`src/rtl/count_seq_ctrl_pkg.sv`:
```
// ---------------------------------------------------------------------------
// count_seq_ctrl_pkg
// Shared definitions for the counter run controller: the run-state encoding
// seen on the 'state' output, default widths and a small state helper.
// ---------------------------------------------------------------------------
package count_seq_ctrl_pkg;

    // Default counter width (Q, term) and prescaler width (div)
    localparam int DEFAULT_WIDTH = 4;
    localparam int DEFAULT_DIV_W = 8;

    // Encoding is visible on the board LEDs, so the values are fixed
    typedef enum logic [1:0] {
        ST_IDLE = 2'b00,
        ST_RUN  = 2'b01,
        ST_HOLD = 2'b10,
        ST_DONE = 2'b11
    } state_t;

    // IDLE and DONE are the only states where a start latches fresh config
    function automatic logic is_restartable(input state_t s);
        return (s == ST_IDLE) || (s == ST_DONE);
    endfunction

endpackage

```
`src/rtl/count_seq_ctrl_prescaler.sv`:
```
// ---------------------------------------------------------------------------
// cnt_prescaler
// Divides the system clock into count ticks: while enabled the phase counter
// runs 0..div and 'tick' is high in the cycle where it sits at div, after
// which it returns to 0. Disabled, the phase is frozen so a paused run
// resumes in the same phase.
// Ports:
//   clk    in  1      system clock, rising edge
//   reset  in  1      asynchronous, active-high reset
//   en     in  1      advance the phase this cycle
//   clr    in  1      force the phase back to 0 (wins over en)
//   div    in  DIV_W  tick period minus one
//   tick   out 1      high while enabled and the phase equals div
// ---------------------------------------------------------------------------
module cnt_prescaler #(
    parameter int DIV_W = 8
) (
    input  logic             clk,
    input  logic             reset,
    input  logic             en,
    input  logic             clr,
    input  logic [DIV_W-1:0] div,
    output logic             tick
);

    logic [DIV_W-1:0] phase;

    // Tick is combinational on the phase register and only consumed
    // inside the controller, so no input reaches a top-level output
    assign tick = en && (phase == div);

    // Phase counter: clear has priority, wraps to 0 on the tick cycle
    always_ff @(posedge clk or posedge reset) begin
        if (reset) begin
            phase <= '0;
        end else if (clr) begin
            phase <= '0;
        end else if (en) begin
            if (phase == div) begin
                phase <= '0;
            end else begin
                phase <= phase + DIV_W'(1);
            end
        end
    end

endmodule

```
`src/rtl/count_seq_ctrl.sv`:
```
// ---------------------------------------------------------------------------
// count_seq_ctrl
// Run controller for the lab up counter: sequences start/pause/clear,
// divides the clock into count ticks and detects a programmable terminal
// count in one-shot or auto-reload mode.
// Ports:
//   clk        in  1      system clock, rising edge
//   reset      in  1      asynchronous, active-high reset
//   start      in  1      begin (IDLE/DONE) or resume (HOLD) counting
//   stop       in  1      pause counting, RUN -> HOLD
//   clear      in  1      abort to IDLE with Q=0
//   mode_auto  in  1      1 = wrap to 0 at terminal, 0 = stop at terminal
//   term       in  WIDTH  terminal count, latched on start from IDLE/DONE
//   div        in  DIV_W  tick every div+1 clocks, latched with term
//   Q          out WIDTH  counter value
//   busy       out 1      high while in RUN
//   done       out 1      one-cycle pulse after a terminal tick
//   state      out 2      IDLE=00 RUN=01 HOLD=10 DONE=11
// ---------------------------------------------------------------------------
import count_seq_ctrl_pkg::*;

module count_seq_ctrl #(
    parameter int WIDTH = DEFAULT_WIDTH,
    parameter int DIV_W = DEFAULT_DIV_W
) (
    input  logic             clk,
    input  logic             reset,
    input  logic             start,
    input  logic             stop,
    input  logic             clear,
    input  logic             mode_auto,
    input  logic [WIDTH-1:0] term,
    input  logic [DIV_W-1:0] div,
    output logic [WIDTH-1:0] Q,
    output logic             busy,
    output logic             done,
    output logic [1:0]       state
);

    state_t           st;
    logic [WIDTH-1:0] count;
    logic             done_r;
    logic [WIDTH-1:0] term_l;
    logic [DIV_W-1:0] div_l;
    logic             auto_l;
    logic             tick;
    logic             launch;
    logic             pre_clr;

    // A fresh run starts only from IDLE/DONE, and stop outranks start
    assign launch  = !clear && !stop && start && is_restartable(st);
    assign pre_clr = clear || launch;

    // The prescaler keeps running in the stop cycle so the dropped tick
    // still consumes its period; a resume then waits a full div_l+1
    cnt_prescaler #(
        .DIV_W (DIV_W)
    ) u_prescaler (
        .clk   (clk),
        .reset (reset),
        .en    (st == ST_RUN),
        .clr   (pre_clr),
        .div   (div_l),
        .tick  (tick)
    );

    // Main sequencer: command priority clear > stop > start > tick.
    // Q, the done pulse and the shadow configuration all live here so
    // every output comes straight from a register.
    always_ff @(posedge clk or posedge reset) begin
        if (reset) begin
            st     <= ST_IDLE;
            count  <= '0;
            done_r <= 1'b0;
            term_l <= '0;
            div_l  <= '0;
            auto_l <= 1'b0;
        end else begin
            done_r <= 1'b0;
            if (clear) begin
                st    <= ST_IDLE;
                count <= '0;
            end else begin
                case (st)
                    ST_IDLE, ST_DONE: begin
                        if (launch) begin
                            st     <= ST_RUN;
                            count  <= '0;
                            term_l <= term;
                            div_l  <= div;
                            auto_l <= mode_auto;
                        end
                    end
                    ST_RUN: begin
                        if (stop) begin
                            st <= ST_HOLD;
                        end else if (tick) begin
                            if (count == term_l) begin
                                done_r <= 1'b1;
                                if (auto_l) begin
                                    count <= '0;
                                end else begin
                                    st <= ST_DONE;
                                end
                            end else begin
                                count <= count + WIDTH'(1);
                            end
                        end
                    end
                    ST_HOLD: begin
                        if (!stop && start) begin
                            st <= ST_RUN;
                        end
                    end
                    default: begin
                        st <= ST_IDLE;
                    end
                endcase
            end
        end
    end

    assign Q     = count;
    assign done  = done_r;
    assign busy  = (st == ST_RUN);
    assign state = st;

endmodule

```
`config.mk`:
```
export PLATFORM = sky130hd
export DESIGN_NAME = count_seq_ctrl
export DESIGN_NICKNAME = d
export VERILOG_FILES = /design/src/rtl/count_seq_ctrl_pkg.sv /design/src/rtl/count_seq_ctrl_prescaler.sv /design/src/rtl/count_seq_ctrl.sv
export SDC_FILE = /design/constraint.sdc
export NUM_CORES = 1
export LEC_CHECK = 0
export BUFFER_PORTS_ARGS = -buffer_cell sky130_fd_sc_hd__buf_2
export CAP_MARGIN = 40
export CORE_ASPECT_RATIO = 0.75
export CORE_MARGIN = 5
export CORE_UTILIZATION = 50
export DETAILED_ROUTE_END_ITERATION = 16
export GPL_ROUTABILITY_DRIVEN = 0
export PLACE_DENSITY = 0.71
export SYNTH_ARGS = -nofsm -noshare
export SYNTH_HDL_FRONTEND = slang
export SYNTH_HIERARCHICAL = 1
export SYNTH_SLANG_ARGS = --single-unit
```
`constraint.sdc`:
```
create_clock -name clk -period 3.27 [get_ports clk]
set_input_delay 0.654 -clock clk [delete_from_list [all_inputs] [get_ports clk]]
set_output_delay 0.654 -clock clk [all_outputs]
set_load 0.005 [all_outputs]
```
* Word level (Yosys, flattened, before mapping)
Cells that the tools add are included.
** Operators by class
- Reduce and logical (&&, ||, !) cells :: 16
- Muxes and demuxes :: 23
- Equal/unequal tests :: 13
- Add/sub/neg operators :: 2
- Bitwise gates (word level) :: 1
** Operators with widths (count)
- 4-bit two-way mux :: 6
- 8-bit two-way mux :: 3
- 4-bit inequality test, second input constant :: 4
- 2-bit two-way mux :: 7
- 3-bit inequality test, second input constant :: 4
- 5-bit AND reduction :: 2
- 8-bit by 1-bit adder with 8-bit output, second input constant :: 1
- 8-bit equality test :: 1
- 4-bit one-hot mux with 2 select lines :: 1
- 2-bit one-hot mux with 3 select lines :: 1
- 1-bit logical AND :: 5
- 1-bit two-way mux :: 5
- 4-bit by 1-bit adder with 4-bit output, second input constant :: 1
- 2-bit equality test, second input constant :: 2
- 4-bit equality test :: 1
- 3-bit AND reduction :: 1
- 3-bit nonzero test :: 1
- 2-bit by 1-bit equality test with 1-bit output, second input constant :: 1
- 1-bit zero test :: 2
- 2-bit zero test :: 1
- 1-bit logical OR :: 2
- 2-bit nonzero test :: 1
- 2-bit OR reduction :: 1
- 1-bit NOT :: 1
** Storage, ports and cells
- Flip-flop bits (word level) :: 28
- Input port bits :: 18
- Output and inout bits :: 8

* Longest topological paths before layout
- Depth after elaboration :: 7
- Depth in mapped cells :: 10
- Mapped depth without buffers :: 8

* By module
The synthesis kept the hierarchy.
** By module, submodules not included
- count_seq_ctrl :: times used 1, area each 1039.7 sq um, sequential area each 500.5 sq um, cells an instance 88
- cnt_prescaler :: times used 1, area each 501.7 sq um, sequential area each 200.2 sq um, cells an instance 50

* Worst setup path before layout
Ideal clock, no wire load.
- Path type :: register -> register
- Start point :: register st[0], in the netlist state[0]
- End point :: register u_prescaler.phase[0]
- Arrival :: 2.160 ns
- Required time :: 3.184 ns
- Period minus slack after synthesis :: 2.246 ns
- Setup time :: 0.086 ns
- Setup slack :: 1.024 ns
- Cell stages (with the launch flop) :: 10
- Cell sequence :: dfrtp_1 > inv_1 > ha_1 > and4_1 > clkbuf_1 > buf_4 > or2_1 > clkbuf_1 > or3_1 > o22ai_1
** On the way
- Longest elaborated chain between the ends :: 5
- Elaborated cells on any way between the ends :: 8
** Ends and longest elaborated chain
- start: declaration :: RTL line count_seq_ctrl.sv:40 : state_t st;
- start signal: assignment :: RTL line count_seq_ctrl.sv:72 : st <= ST_IDLE;
- start signal: assignment :: RTL line count_seq_ctrl.sv:81 : st <= ST_IDLE;
- start signal: assignment :: RTL line count_seq_ctrl.sv:87 : st <= ST_RUN;
- 2-bit equality test / 2-bit zero test (equally long branches) :: RTL line count_seq_ctrl_pkg.sv:22 : return (s == ST_IDLE) || (s == ST_DONE);
- 1-bit logical OR (*) :: RTL line count_seq_ctrl_pkg.sv:22
- 1-bit logical AND (*) :: RTL line count_seq_ctrl.sv:51 : assign launch = !clear && !stop && start && is_restartable(st);
- 1-bit logical OR (*) :: RTL line count_seq_ctrl.sv:52 : assign pre_clr = clear || launch;
- named net pre_clr :: RTL line count_seq_ctrl.sv:48 : logic pre_clr;
- 8-bit two-way mux / 2-bit nonzero test (equally long branches)
- end signal: assignment :: RTL line count_seq_ctrl_prescaler.sv:42 : phase <= phase + DIV_W'(1);
- end: declaration :: RTL line count_seq_ctrl_prescaler.sv:26 : logic [DIV_W-1:0] phase;
The timed path passes the listed nets; every way through them passes the cells marked *.
A chain may end at the register's enable or synchronous reset.

* Final worst setup path
- Start point :: register st[0], in the netlist state[0]
- End point :: register u_prescaler.phase[5]
Same word-level chain as after synthesis.

==> results.toml <==
[setup_path]
worstPathArrival_ns = 2.56
crit_chain = "inv_1 > ha_1 > and4_1 > buf_4 > or2_1 > o211a_1 > nand4_1 > xor2_1 > nor3_2"
cp_top_family = "simple AND/OR/NAND/NOR gates"
critPathBufInv = 2
critical_path_class = "register to register"
r2r-end = "u_prescaler/phase[5]$_DFFE_PP0P_"
required_ns = 3.43
r2r-start = "state[0]$_DFFE_PP0P_"
critical_path.startpoint_type = "register"
end_kind = "register"
cp_max_fo = 14
reg2reg_depth = 9
cp_slowest_cell = "dfrtp_1"
reg2reg_slack_ns = 0.87
crit_path_max_incr_delay_ns = 0.41

[floorplanning]
die_area_mm2 = 0.00430
dieHeight_um = 58.1
core_mm2 = 0.00296
start_util_pct = 52.1
rows = 17
ioPinCount = 26
die_x_um = 74.1

[grt]
grt_overflow = 0
grt_max_degree = 21
first_global_vias = 1237
grt_usage_pct = 16.8
antenna_found_initial = 0
grt_pass1_wl_mm = 5.68

[timing]
worst_pin_slew_ns = 0.759
rsz0062_at_grt = "no"
fin_crit_ns = 2.40
hold_viol = 0
fin_crit_sh_pct = 73.4
clock-skew-final_ns = 0.00243
fmax_mhz = 416
setup_viol = 0
tns_ns = 0
drv_slew = 0
fin_hold_ws_ns = 0.322
finalWorstSetupSlack_ns = 0.869
slew_headroom_pct = 49.3

[clocking]
clock_sinks = 28
clock_path_buffers = 2
post-cts-setup-buffers = 0
clockRootBuffer = "clkbuf_8"
cts_hold_buf = 0
cts-buffers-inserted = 3
cts_tree = "yes"
cts_resized = 0
htree_levels = 1
clk_pin_slew_worst_paths_ns = 0.10
insertion_delay_ns = 0.28

[final_layout]
drive_above_1_share_pct = 26.5
fin_nets = 189
multi_input_area_um2 = 785
area_growth_pct = 15.8
diodes = 0
fillers = 247
seq_area_um2 = 701

[power]
p_leak_uw = 0.000816
p_per_area_mw_per_mm2 = 706
peakVddDrop_mv = 0.392
total_power_uw = 1260

[synth]
syn_avg_cell_area_um2 = 11.2
syn_inst = 138
ys_types = 45
synthArstFlopShare_pct = 100
synth-edff-count = 0
synthTopCellsByArea = "dfrtp_1 (45%), mux2_1 (6.6%), xnor2_1 (6.3%)"
yosysTopAreaCell = "dfrtp_1"
synth_area_mm2 = 0.00154
synth_ff_type = "dfrtp_1"
ys_warn_count = 6
synth_fp_nets = 160
ys_seq_area_share_pct = 45.5
synth-seq-cells = 28
synth_top_area_share_pct = 45.5

[detailed_routing]
viasPerCell = 5.62
avgRoutedWirePerCell_um = 15.7
drt_iter0_drc = 56
postRouteAntennaNets = 0
vias = 1146
dr.pass1.iters = 4
drcViolationCount = 0
drt-total-wl_mm = 3.20

[run_status]
status = "complete, no violations"

[run]
drv_cap = 0

[placement]
pre_cts_ws_ns = 0.795
dp_hpwl_mm = 2.41
io_buffers = 25

[hold_path]
hold_path_class = "input port to async pin"
Yosys cell counts, types with 2 or more instances:
master	count
clkbuf_1	2
ha_1	4
nor2_1	4
nand4_1	7
nor2b_1	2
dfrtp_1	28
xor2_1	6
a31oi_1	3
xnor2_1	11
nand4b_1	2
o21ai_1	2
nand2_1	5
inv_1	10
mux2_1	9
mux2_2	5
nor3_1	6
or3_1	2
mux2i_1	2
and3_1	2
metrics by stage:
stage / cells / util, % / area, µm²
3_5_place_dp: 200 / 58.0 / 1710
4_1_cts: 204 / 60.4 / 1790
3_3_place_gp: 200 / 58.0 / 1710
2_1_floorplan: 138 / - / 1540
5_1_grt: 204 / 60.4 / 1790
6_report: 204 / 60.4 / 1790
final cells by class:
type                            instances  area share, %
Inverter                               11           2.31
Timing Repair Buffer                   27           7.85
Sequential cell                        28           39.2
Multi-Input combinational cell         96           43.9
Clock buffer                            3           2.31
Clock inverter                          1           1.68
Tap cell                               38           2.66
metal layers:
layer / wire [µm] / part of all wire (%) / global-route usage (%)
met2: 1430 / 45 / 24.9
met3: 204 / 6.4 / 5.72
met4: 37 / 1.2 / 4.65
met5: 0 / 0 / 0
met1: 1530 / 48 / 23.4
how the worst max path moves through the flow:
stage,to,depth (start not counted),start,slack [ns]
6_report,u_prescaler/phase[5]$_DFFE_PP0P_,9,state[0]$_DFFE_PP0P_,0.87
5_1_grt,u_prescaler/phase[6]$_DFFE_PP0P_,9,state[0]$_DFFE_PP0P_,0.67
4_1_cts,u_prescaler/phase[5]$_DFFE_PP0P_,9,state[0]$_DFFE_PP0P_,0.88
3_5_place_dp,u_prescaler/phase[6]$_DFFE_PP0P_,9,clear,0.80
3_3_place_gp,u_prescaler/phase[5]$_DFFE_PP0P_,9,clear,0.93
2_1_floorplan,u_prescaler/phase[0]$_DFFE_PP0P_,9,state[0]$_DFFE_PP0P_,1.02
placed cells by master (no fill, tap or decap), drive strengths merged, types with 4 or more instances in the layout:
cell type  Yosys  layout
buf            1      27
dfrtp         28      28
ha             4       4
inv           11      11
mux2          14      14
nand2          5       5
nand4          8       8
nor2           4       4
nor3           8       8
xnor2         12      12
xor2           6       6
power by group:
| part | switching (µW) | internal (µW) |
|---|---|---|
| combinational | 221 | 215 |
| clock | 112 | 164 |
| sequential | 100 | 449 |
cells by family (layout without fill, tap and decap cells):
kind of cell	count (synthesis)	after routing	share of synthesized area (%)
adders and majority gates	4	4	3.25
buffers and inverters	14	42	3.65
AOI/OAI and AO/OA	15	15	7.47
and+or+nand+nor	43	43	17.9
muxes	16	16	11.5
xor gates and xnor gates	18	18	10.7
DFF	28	28	45.5
flip-flops by register name (all words and copies together), names as in the netlist:
| name | flops |
|---|---|
| div_l | 8 |
| u_prescaler/phase | 8 |
| Q | 4 |
| term_l | 4 |
| state | 2 |
| auto_l | 1 |
| done | 1 |
Power figures use the tool's default switching activity.
